===== config.mk =====
export PLATFORM = sky130hd
export DESIGN_NAME = arb_muxn
export DESIGN_NICKNAME = d
export VERILOG_FILES = /design/src/rtl/mux_pkg.sv /design/src/rtl/rr_picker.sv /design/src/rtl/arb_muxn.sv
export SDC_FILE = /design/constraint.sdc
export NUM_CORES = 1
export LEC_CHECK = 0
export CAP_MARGIN = 20
export CORE_MARGIN = 2
export CORE_UTILIZATION = 25
export DETAILED_ROUTE_END_ITERATION = 8
export PLACE_DENSITY = 0.65
export SLEW_MARGIN = 10
export SYNTH_ARGS = -nofsm -noshare
export SYNTH_HDL_FRONTEND = slang
export SYNTH_SLANG_ARGS = --single-unit
export TNS_END_PERCENT = 50

===== constraint.sdc =====
create_clock -name clk -period 4.2 [get_ports clk]
set_input_delay 0.84 -clock clk [delete_from_list [all_inputs] [get_ports clk]]
set_output_delay 0.84 -clock clk [all_outputs]
set_load 0.05 [all_outputs]

===== src/rtl/mux_pkg.sv =====
// Shared types and helpers for the arb_muxn arbiter/mux and its picker.
// Build option ARB_MUXN_FIXED_PRIO_EN (used by arb_muxn) swaps round-robin for fixed priority.
package mux_pkg;

   localparam int MAX_N = 16;
   localparam int IDXW  = $clog2(MAX_N);

   typedef enum logic {
      MODE_RR,
      MODE_FORCE
   } arb_mode_t;

   typedef enum logic {
      ST_EMPTY,
      ST_FULL
   } out_state_t;

   // Converts a one-hot (or zero) vector to the index of its set bit; zero maps to 0.
   function automatic logic [IDXW-1:0] onehot_to_idx(input logic [MAX_N-1:0] oh);
      logic [IDXW-1:0] idx;
      idx = '0;
      for (int i = 0; i < MAX_N; i++) begin
         if (oh[i]) begin
            idx = idx | IDXW'(i);
         end
      end
      return idx;
   endfunction

endpackage


===== src/rtl/rr_picker.sv =====
// Combinational round-robin picker: finds the first requester after ptr, wrapping modulo N.
// Uses a doubled request vector so the wrap becomes a plain lowest-index search over a window.
module rr_picker
   import mux_pkg::*;
#(
   parameter int N    = 6,
   parameter int SELW = $clog2(N)
) (
   input  logic [N-1:0]    req,
   input  logic [SELW-1:0] ptr,
   output logic            gnt_vld,
   output logic [SELW-1:0] gnt_idx
);

   logic [2*N-1:0] req_dbl;
   logic [N-1:0]   gnt_oh;
   int             ptr_i;

   assign req_dbl = {req, req};
   assign ptr_i   = int'(ptr);

   // Search positions ptr+1 .. ptr+N of the doubled vector, lowest position wins.
   always_comb begin
      gnt_oh  = '0;
      gnt_vld = 1'b0;
      for (int j = 0; j < 2*N; j++) begin
         if (!gnt_vld && (j > ptr_i) && (j <= ptr_i + N) && req_dbl[j]) begin
            gnt_vld       = 1'b1;
            gnt_oh[j % N] = 1'b1;
         end
      end
   end

   assign gnt_idx = SELW'(onehot_to_idx(MAX_N'(gnt_oh)));

endmodule


===== src/rtl/arb_muxn.sv =====
// N-channel valid/ready arbiter-mux with a single registered output beat.
// Round-robin arbitration by default, or forced steering via force_en/force_sel.
// Define ARB_MUXN_FIXED_PRIO_EN to replace round-robin with lowest-index-wins priority.
module arb_muxn
   import mux_pkg::*;
#(
   parameter int WIDTH = 32,
   parameter int N     = 6,
   parameter int SELW  = $clog2(N)
) (
   input  logic                 clk,
   input  logic                 rst_n,
   input  logic [N*WIDTH-1:0]   in_data,
   input  logic [N-1:0]         in_valid,
   output logic [N-1:0]         in_ready,
   input  logic                 force_en,
   input  logic [SELW-1:0]      force_sel,
   output logic [WIDTH-1:0]     out_data,
   output logic                 out_valid,
   input  logic                 out_ready,
   output logic [SELW-1:0]      out_sel
);

   out_state_t       state_q, state_d;
   logic [WIDTH-1:0] data_q, data_d;
   logic [SELW-1:0]  sel_q, sel_d;
   logic [SELW-1:0]  pick_ptr;
   logic             pick_vld;
   logic [SELW-1:0]  pick_idx;
   logic             load_ok;
   arb_mode_t        mode;
   logic             force_hit;
   logic             grant_vld;
   logic [SELW-1:0]  grant_idx;
   logic [WIDTH-1:0] grant_data;

`ifdef ARB_MUXN_FIXED_PRIO_EN
   assign pick_ptr = SELW'(N - 1);
`else
   logic [SELW-1:0]  rr_ptr_q, rr_ptr_d;
   assign pick_ptr = rr_ptr_q;
`endif

   rr_picker #(
      .N    (N),
      .SELW (SELW)
   ) u_picker (
      .req     (in_valid),
      .ptr     (pick_ptr),
      .gnt_vld (pick_vld),
      .gnt_idx (pick_idx)
   );

   assign load_ok = (state_q == ST_EMPTY) || out_ready;
   assign mode    = force_en ? MODE_FORCE : MODE_RR;

   // Forced path only hits for an in-range index whose channel is valid.
   always_comb begin
      force_hit = 1'b0;
      for (int i = 0; i < N; i++) begin
         if ((force_sel == SELW'(i)) && in_valid[i]) begin
            force_hit = 1'b1;
         end
      end
   end

   // Final grant: nothing while the output register cannot accept a beat.
   always_comb begin
      grant_vld = 1'b0;
      grant_idx = '0;
      if (load_ok) begin
         if (mode == MODE_FORCE) begin
            grant_vld = force_hit;
            grant_idx = force_sel;
         end else begin
            grant_vld = pick_vld;
            grant_idx = pick_idx;
         end
      end
   end

   // One-hot ready back to the granted source, suppressed while in reset.
   always_comb begin
      in_ready   = '0;
      grant_data = '0;
      for (int i = 0; i < N; i++) begin
         if (grant_idx == SELW'(i)) begin
            in_ready[i] = rst_n && grant_vld;
            grant_data  = in_data[i*WIDTH +: WIDTH];
         end
      end
   end

   // Output register state update: load on grant, drain on consumer accept, else hold.
   always_comb begin
      state_d = state_q;
      data_d  = data_q;
      sel_d   = sel_q;
      if (grant_vld) begin
         state_d = ST_FULL;
         data_d  = grant_data;
         sel_d   = grant_idx;
      end else if (out_ready) begin
         state_d = ST_EMPTY;
      end
   end

`ifndef ARB_MUXN_FIXED_PRIO_EN
   // Round-robin pointer follows round-robin grants only; forced beats leave it alone.
   always_comb begin
      rr_ptr_d = rr_ptr_q;
      if (grant_vld && (mode == MODE_RR)) begin
         rr_ptr_d = grant_idx;
      end
   end
`endif

   // State register with synchronous active-low reset; pointer resets so channel 0 goes first.
   always_ff @(posedge clk) begin
      if (!rst_n) begin
         state_q  <= ST_EMPTY;
         data_q   <= '0;
         sel_q    <= '0;
`ifndef ARB_MUXN_FIXED_PRIO_EN
         rr_ptr_q <= SELW'(N - 1);
`endif
      end else begin
         state_q  <= state_d;
         data_q   <= data_d;
         sel_q    <= sel_d;
`ifndef ARB_MUXN_FIXED_PRIO_EN
         rr_ptr_q <= rr_ptr_d;
`endif
      end
   end

   // Registered outputs straight from state.
   always_comb begin
      out_valid = (state_q == ST_FULL);
      out_data  = data_q;
      out_sel   = sel_q;
   end

endmodule


Word level (Yosys, flattened, before mapping)
Index checks and enable logic that the tools add are counted.
{ "word_totals": {"output_inout_bits": 42, "wordCells": 151, "mem_bits_ro": 0, "inputBits": 205, "ram_bits": 0, "latch_bits": 0, "n_memories": 0, "ff_bits": 39} }
{ "op_classes": {"multipliers": 0, "n_addsub": 1, "n_reduce_logical": 58, "eq_ne": 10, "bitwise": 2, "shift": 0, "div_mod_pow": 0, "n_mux": 52, "magnitude_cmp": 24} }
{ "op_table": {"columns": ["op", "count"], "rows": [
  ["two-way mux 32 bit", 6],
  ["less-or-equal comparator 4 x 32 -> 1 bit, first input constant", 4],
  ["less-or-equal comparator 5 x 32 -> 1 bit, first input constant", 4],
  ["less-or-equal comparator 3 x 32 -> 1 bit, first input constant", 2],
  ["logical AND 1 bit", 43],
  ["two-way mux 1 bit", 40],
  ["less-or-equal comparator 1 x 32 -> 1 bit, first input constant", 1],
  ["less-or-equal comparator 2 x 32 -> 1 bit, first input constant", 1],
  ["greater-than comparator 4 x 3 -> 1 bit, first input constant", 4],
  ["equality test 3 x 2 -> 1 bit, second input constant", 4],
  ["equality test 3 bit, second input constant", 4],
  ["greater-than comparator 3 bit, first input constant", 4],
  ["two-way mux 3 bit", 4],
  ["logical NOT 1 bit", 11],
  ["equality test 3 x 1 -> 1 bit, second input constant", 2],
  ["greater-than comparator 1 x 3 -> 1 bit, first input constant", 2],
  ["greater-than comparator 2 x 3 -> 1 bit, first input constant", 2],
  ["logical NOT 3 bit", 2],
  ["adder 3 x 3 -> 4 bit, second input constant", 1],
  ["two-way mux 2 bit", 2],
  ["inverter 1 bit", 2],
  ["nonzero test 2 bit", 1],
  ["logical OR 1 bit", 1]
]} }

Depth between registers and ports, before layout
{ "logic_depth": {"depth_word": 70, "depth_mapped": 14, "ltp_nobuf": 10} }

By module
From an unflattened synthesis, not the netlist that was laid out.
{ "unflattened": {"hier_cells": 522, "area_unflattened_um2": 3951.3} }
{ "modules_own_cells": {"columns": ["mod", "cells_each", "seq_area_each_um2", "n_inst", "area_each_um2"], "rows": [
  ["arb_muxn", 455, 780.7, 1, 3433.3],
  ["rr_picker", 67, 0.0, 1, 518.0]
]} }

Worst setup path before layout
Ideal clock, no wire load.
{ "synth_path": {"kind": "register to output", "from": "reg rr_ptr_q[1], in the netlist pick_ptr[1]", "to": "out in_ready[0]", "path_buffers": 2, "path_stages_with_launch": 13, "arrival_ns": 3.815, "t_required_ns": 3.360, "setup_slack_ns": -0.455, "cell_sequence": "dfxtp_1 > buf_6 > inv_1 > ha_1 > and2_1 > a221oi_1 > nor3_1 > a41oi_1 > and2_1 > buf_2 > nand2_1 > or2_2 > nor3_1"} }
{ "synth_via": {"elab_chain_len": 65, "elab_cells_between_ends": 105, "cone_classes": "add/sub: 1; order compare: 24; mux: 32; reduce/logical: 48"} }
{ "synth_rtl": {"columns": ["item", "line_no", "text"], "rows": [
  ["from (decl)", "arb_muxn.sv:40", "logic [SELW-1:0] rr_ptr_q, rr_ptr_d;"],
  ["from (signal assigned)", "arb_muxn.sv:125", "rr_ptr_q <= SELW'(N - 1);"],
  ["from (signal assigned)", "arb_muxn.sv:132", "rr_ptr_q <= rr_ptr_d;"],
  ["adder 3 x 3 -> 4 bit", "rr_picker.sv:27", "if (!gnt_vld && (j > ptr_i) && (j <= ptr_i + N) && req_dbl[j]) begin"],
  ["less-or-equal comparator 1 x 32 -> 1 bit", "rr_picker.sv:27", null],
  ["logical AND 1 bit (2 in a row)", "rr_picker.sv:27", null],
  ["two-way mux 1 bit", "rr_picker.sv:27", null],
  ["logical NOT 1 bit", "rr_picker.sv:27", null],
  ["logical AND 1 bit (3 in a row)", "rr_picker.sv:27", null],
  ["two-way mux 1 bit", "rr_picker.sv:27", null],
  ["logical NOT 1 bit", "rr_picker.sv:27", null],
  ["[44 not listed]", null, null],
  ["logical NOT 1 bit", "rr_picker.sv:27", null],
  ["logical AND 1 bit (3 in a row)", "rr_picker.sv:27", null],
  ["two-way mux 1 bit", "rr_picker.sv:27", null],
  ["two-way mux 3 bit", "mux_pkg.sv:23", "if (oh[i]) begin"],
  ["two-way mux 3 bit", "arb_muxn.sv:72", "if (mode == MODE_FORCE) begin"],
  ["two-way mux 3 bit", "arb_muxn.sv:71", "if (load_ok) begin"],
  ["logical NOT 3 bit", "arb_muxn.sv:87", "if (grant_idx == SELW'(i)) begin"],
  ["two-way mux 1 bit *", "arb_muxn.sv:87", null],
  ["to (decl)", "arb_muxn.sv:15", "output logic [N-1:0] in_ready,"]
]} }
Mark *: on every way between the ends. The rest lies on a longest branch, timed or not.

Worst setup path after layout
{ "layout_path": {"from": "in in_valid[5]", "to": "out in_ready[1]"} }
{ "layout_via": {"elab_chain_len": 37, "elab_cells_between_ends": 52, "cone_classes": "eq/ne: 1; mux: 24; reduce/logical: 27"} }
{ "layout_rtl": {"columns": ["item", "line_no", "text"], "rows": [
  ["from (decl)", "arb_muxn.sv:14", "input logic [N-1:0] in_valid,"],
  ["logical AND 1 bit", "rr_picker.sv:27", null],
  ["two-way mux 1 bit", "rr_picker.sv:27", null],
  ["logical NOT 1 bit", "rr_picker.sv:27", null],
  ["logical AND 1 bit (3 in a row)", "rr_picker.sv:27", null],
  ["two-way mux 1 bit", "rr_picker.sv:27", null],
  ["logical NOT 1 bit", "rr_picker.sv:27", null],
  ["logical AND 1 bit (3 in a row)", "rr_picker.sv:27", null],
  ["two-way mux 1 bit", "rr_picker.sv:27", null],
  ["[15 not listed]", null, null],
  ["logical NOT 1 bit", "rr_picker.sv:27", null],
  ["logical AND 1 bit (3 in a row)", "rr_picker.sv:27", null],
  ["two-way mux 1 bit", "rr_picker.sv:27", null],
  ["two-way mux 3 bit", "mux_pkg.sv:23", null],
  ["two-way mux 3 bit", "arb_muxn.sv:72", null],
  ["two-way mux 3 bit", "arb_muxn.sv:71", null],
  ["equality test 3 x 1 -> 1 bit", "arb_muxn.sv:87", null],
  ["two-way mux 1 bit *", "arb_muxn.sv:87", null]
]} }
Marked as above.

==> out/qor.yml <==
grt-ovfl-total: 0
ff_latch_area_sq_um: 781
end_kind: "output pin"
worstHoldPathType: "flip-flop to flip-flop"
routed_wl_mm: 17.3
grt_usage: 0.204
clock_latency_ns: 0.29
wire_per_inst_um: 19.1
initial_utilization: 0.257
path_buf_inv: 3
dieWidth_um: 127
final_cell_mix: "clkdlybuf4s50_1 (237), nand2_1 (45), buf_4 (44), dfxtp_1 (39), o21ai_0 (38)"
ys.flop_type: "dfxtp_1"
power_density_nw_per_um2: 304
hold_ws_ns: 0.485
run_status: "completed"
cp.arrival_ns: 3.22
dp_hpwl_mm: 13.5
gp_congestion: 0.861
cts_root_buf: "clkbuf_16"
maxSlewHeadroom: 0.560
tightest_slew_ns: 0.658
dr.pass1.iters: 4
clock_path_buffers: 2
skew_ns: 0.00628
fin_crit_ns: 4.06
viasPerCell: 5.45
grt_pass1_wl_mm: 26.1
ant_nets: 0
avgSynthCellArea_sq_um: 8.04
synthCells: 467
synth_nets: 679
maxCapViolCount: 0
grt_pass1_vias: 4938
diodes: 0
path_clk_slew_ns: 0.06
ys_ff_latch: 39
rsz0062_at_grt: "false"
syn_to_final_growth_pct: 83.2
drc_errors: 0
floorplan.core_area_sq_um: 14600
synth_edf_count: 0
p_leak_nw: 2.61
ctsHoldBuffers: 0
syn_area_sq_um: 3750
dpl_worst_slack_ns: 0.0334
critPathKind: "input pin to output pin"
grt_max_degree: 35
final_max_slew_viol_count: 0
nFillCells: 1377
dieArea_sq_um: 16000
drive_gt1_frac: 0.180
final-hold-violation-count: 0
async_flop_share: 0
antenna_found_initial: 0
vdd_ir_drop_max_mv: 0.162
slowest_delay_ns: 0.56
cp-start-kind: "input pin"
rows: 44
crit_chain: "clkdlybuf4s50_1 -> inv_1 -> a211oi_2 -> a211o_4 -> or4_4 -> a31oi_4 -> nand4_1 -> nor2_2 -> buf_12"
setup_viol: 0
dpl-instance-area_sq_um: 6640
num_io_pins: 247
cts_sinks: 39
postLayoutCellArea_sq_um: 6880
slowest_stage: "or4_4"
layout_commonest_cell: "clkdlybuf4s50_1"
multi_input_area_sq_um: 2770
period_share: 0.967
first_iter_violations: 197
cts.htree.levels: 2
clock.fmax_mhz: 246
io_buffers: 246
synth_cell_type_count: 63
required_ns: 3.36
layout_setup_ws_ns: 0.140
vias: 4935
seq_area_frac_synth: 0.208
crit_family: "simple AND/OR/NAND/NOR gates"
nNetsFinal: 933
yosys_warnings: 0
die_y_um: 127
cts_buffers: 5
cts_tree: "done"
crit_path_max_fanout: 6
[worst reg2reg max path, stage by stage, from the launching register on]
cell and delay (ns):
dfxtp_1 0.32, buf_4 0.18, ha_2 0.21, nor2b_1 0.15
o221a_2 0.28, or3_4 0.40, or4_4 0.54, a31oi_4 0.24
buf_4 0.15, buf_4 0.25, nand4_4 0.43, o221ai_1 0.35
a31oi_1 0.06
[power by group]
part	internal, mW	switching [mW]
clock	0.232	0.165
sequential	0.429	0.0352
combinational	0.560	0.670
[final timing paths]
kind	from	endpoint	slack (ns)	depth (start not counted)
setup / recovery	in_valid[5]	in_ready[1]	0.14	9
setup reg to reg	pick_ptr[1]$_SDFFE_PN0P_	out_data[10]$_SDFFE_PN0P_	0.50	12
hold / removal	out_data[9]$_SDFFE_PN0P_	out_data[9]$_SDFFE_PN0P_	0.49	2
hold reg to reg	out_data[9]$_SDFFE_PN0P_	out_data[9]$_SDFFE_PN0P_	0.49	2
[Yosys cell counts (all sizes together), types with 8 or more instances]
cell    number  area share
a221oi      34       0.096
a31oi       32       0.057
and3        29       0.048
buf         24       0.047
clkbuf      21       0.021
dfxtp       39        0.21
inv         12       0.012
mux2        27       0.081
nand2       47       0.048
nand3       15       0.020
nor2        15       0.016
nor2b        8       0.013
o21ai       45       0.061
o221ai      27       0.063
[through the flow]
| step | utilization | power (mW) | setup TNS (ns) | std cells |
|---|---|---|---|---|
| 2_1_floorplan | - | 1.17 | -0.603 | 467 |
| 3_3_place_gp | 0.453 | 1.66 | 0 | 893 |
| 3_5_place_dp | 0.455 | 1.68 | 0 | 894 |
| 4_1_cts | 0.465 | 2.09 | 0 | 901 |
| 5_1_grt | 0.471 | 2.20 | 0 | 905 |
| 6_report | 0.471 | 2.09 | 0 | 905 |
[state kept, by name, indices dropped and copies added (netlist names)]
| signal | cells |
|---|---|
| out_valid | 1 |
| out_sel | 3 |
| pick_ptr | 3 |
| out_data | 32 |
[routing by layer]
metal	up-vias	track usage	wire length, um
met5	-	0	0
met4	0	0.0679	399
met3	28	0.0447	1410
met2	222	0.366	8550
met1	2328	0.241	6960
li1	2357	-	-
[area by class of cell]
cell class | count | share of cell area
inverters | 12 | 0.00655
multi-input cells | 371 | 0.403
well taps | 184 | 0.0335
clock inverters | 1 | 0.000728
flip-flops and latches | 39 | 0.114
clock buffers | 6 | 0.0202
repair buffers | 292 | 0.423
[logic make-up (layout without fill, tap and decap cells)]
group	count (synthesis)	count (layout)	share of synthesized area
compound gates	185	185	0.379
flops	39	39	0.208
mux	32	32	0.0977
simple gates	147	147	0.212
fa+ha+maj	7	7	0.0233
buf+inv	57	311	0.0804
[what timing repair did]
item	4_1_cts	5_1_grt
setup buffers	0	4
endpoints found under the setup margin	0	6
hold endpoints to repair	0	0
resized for setup	0	17
Power figures use the tool's default switching activity.
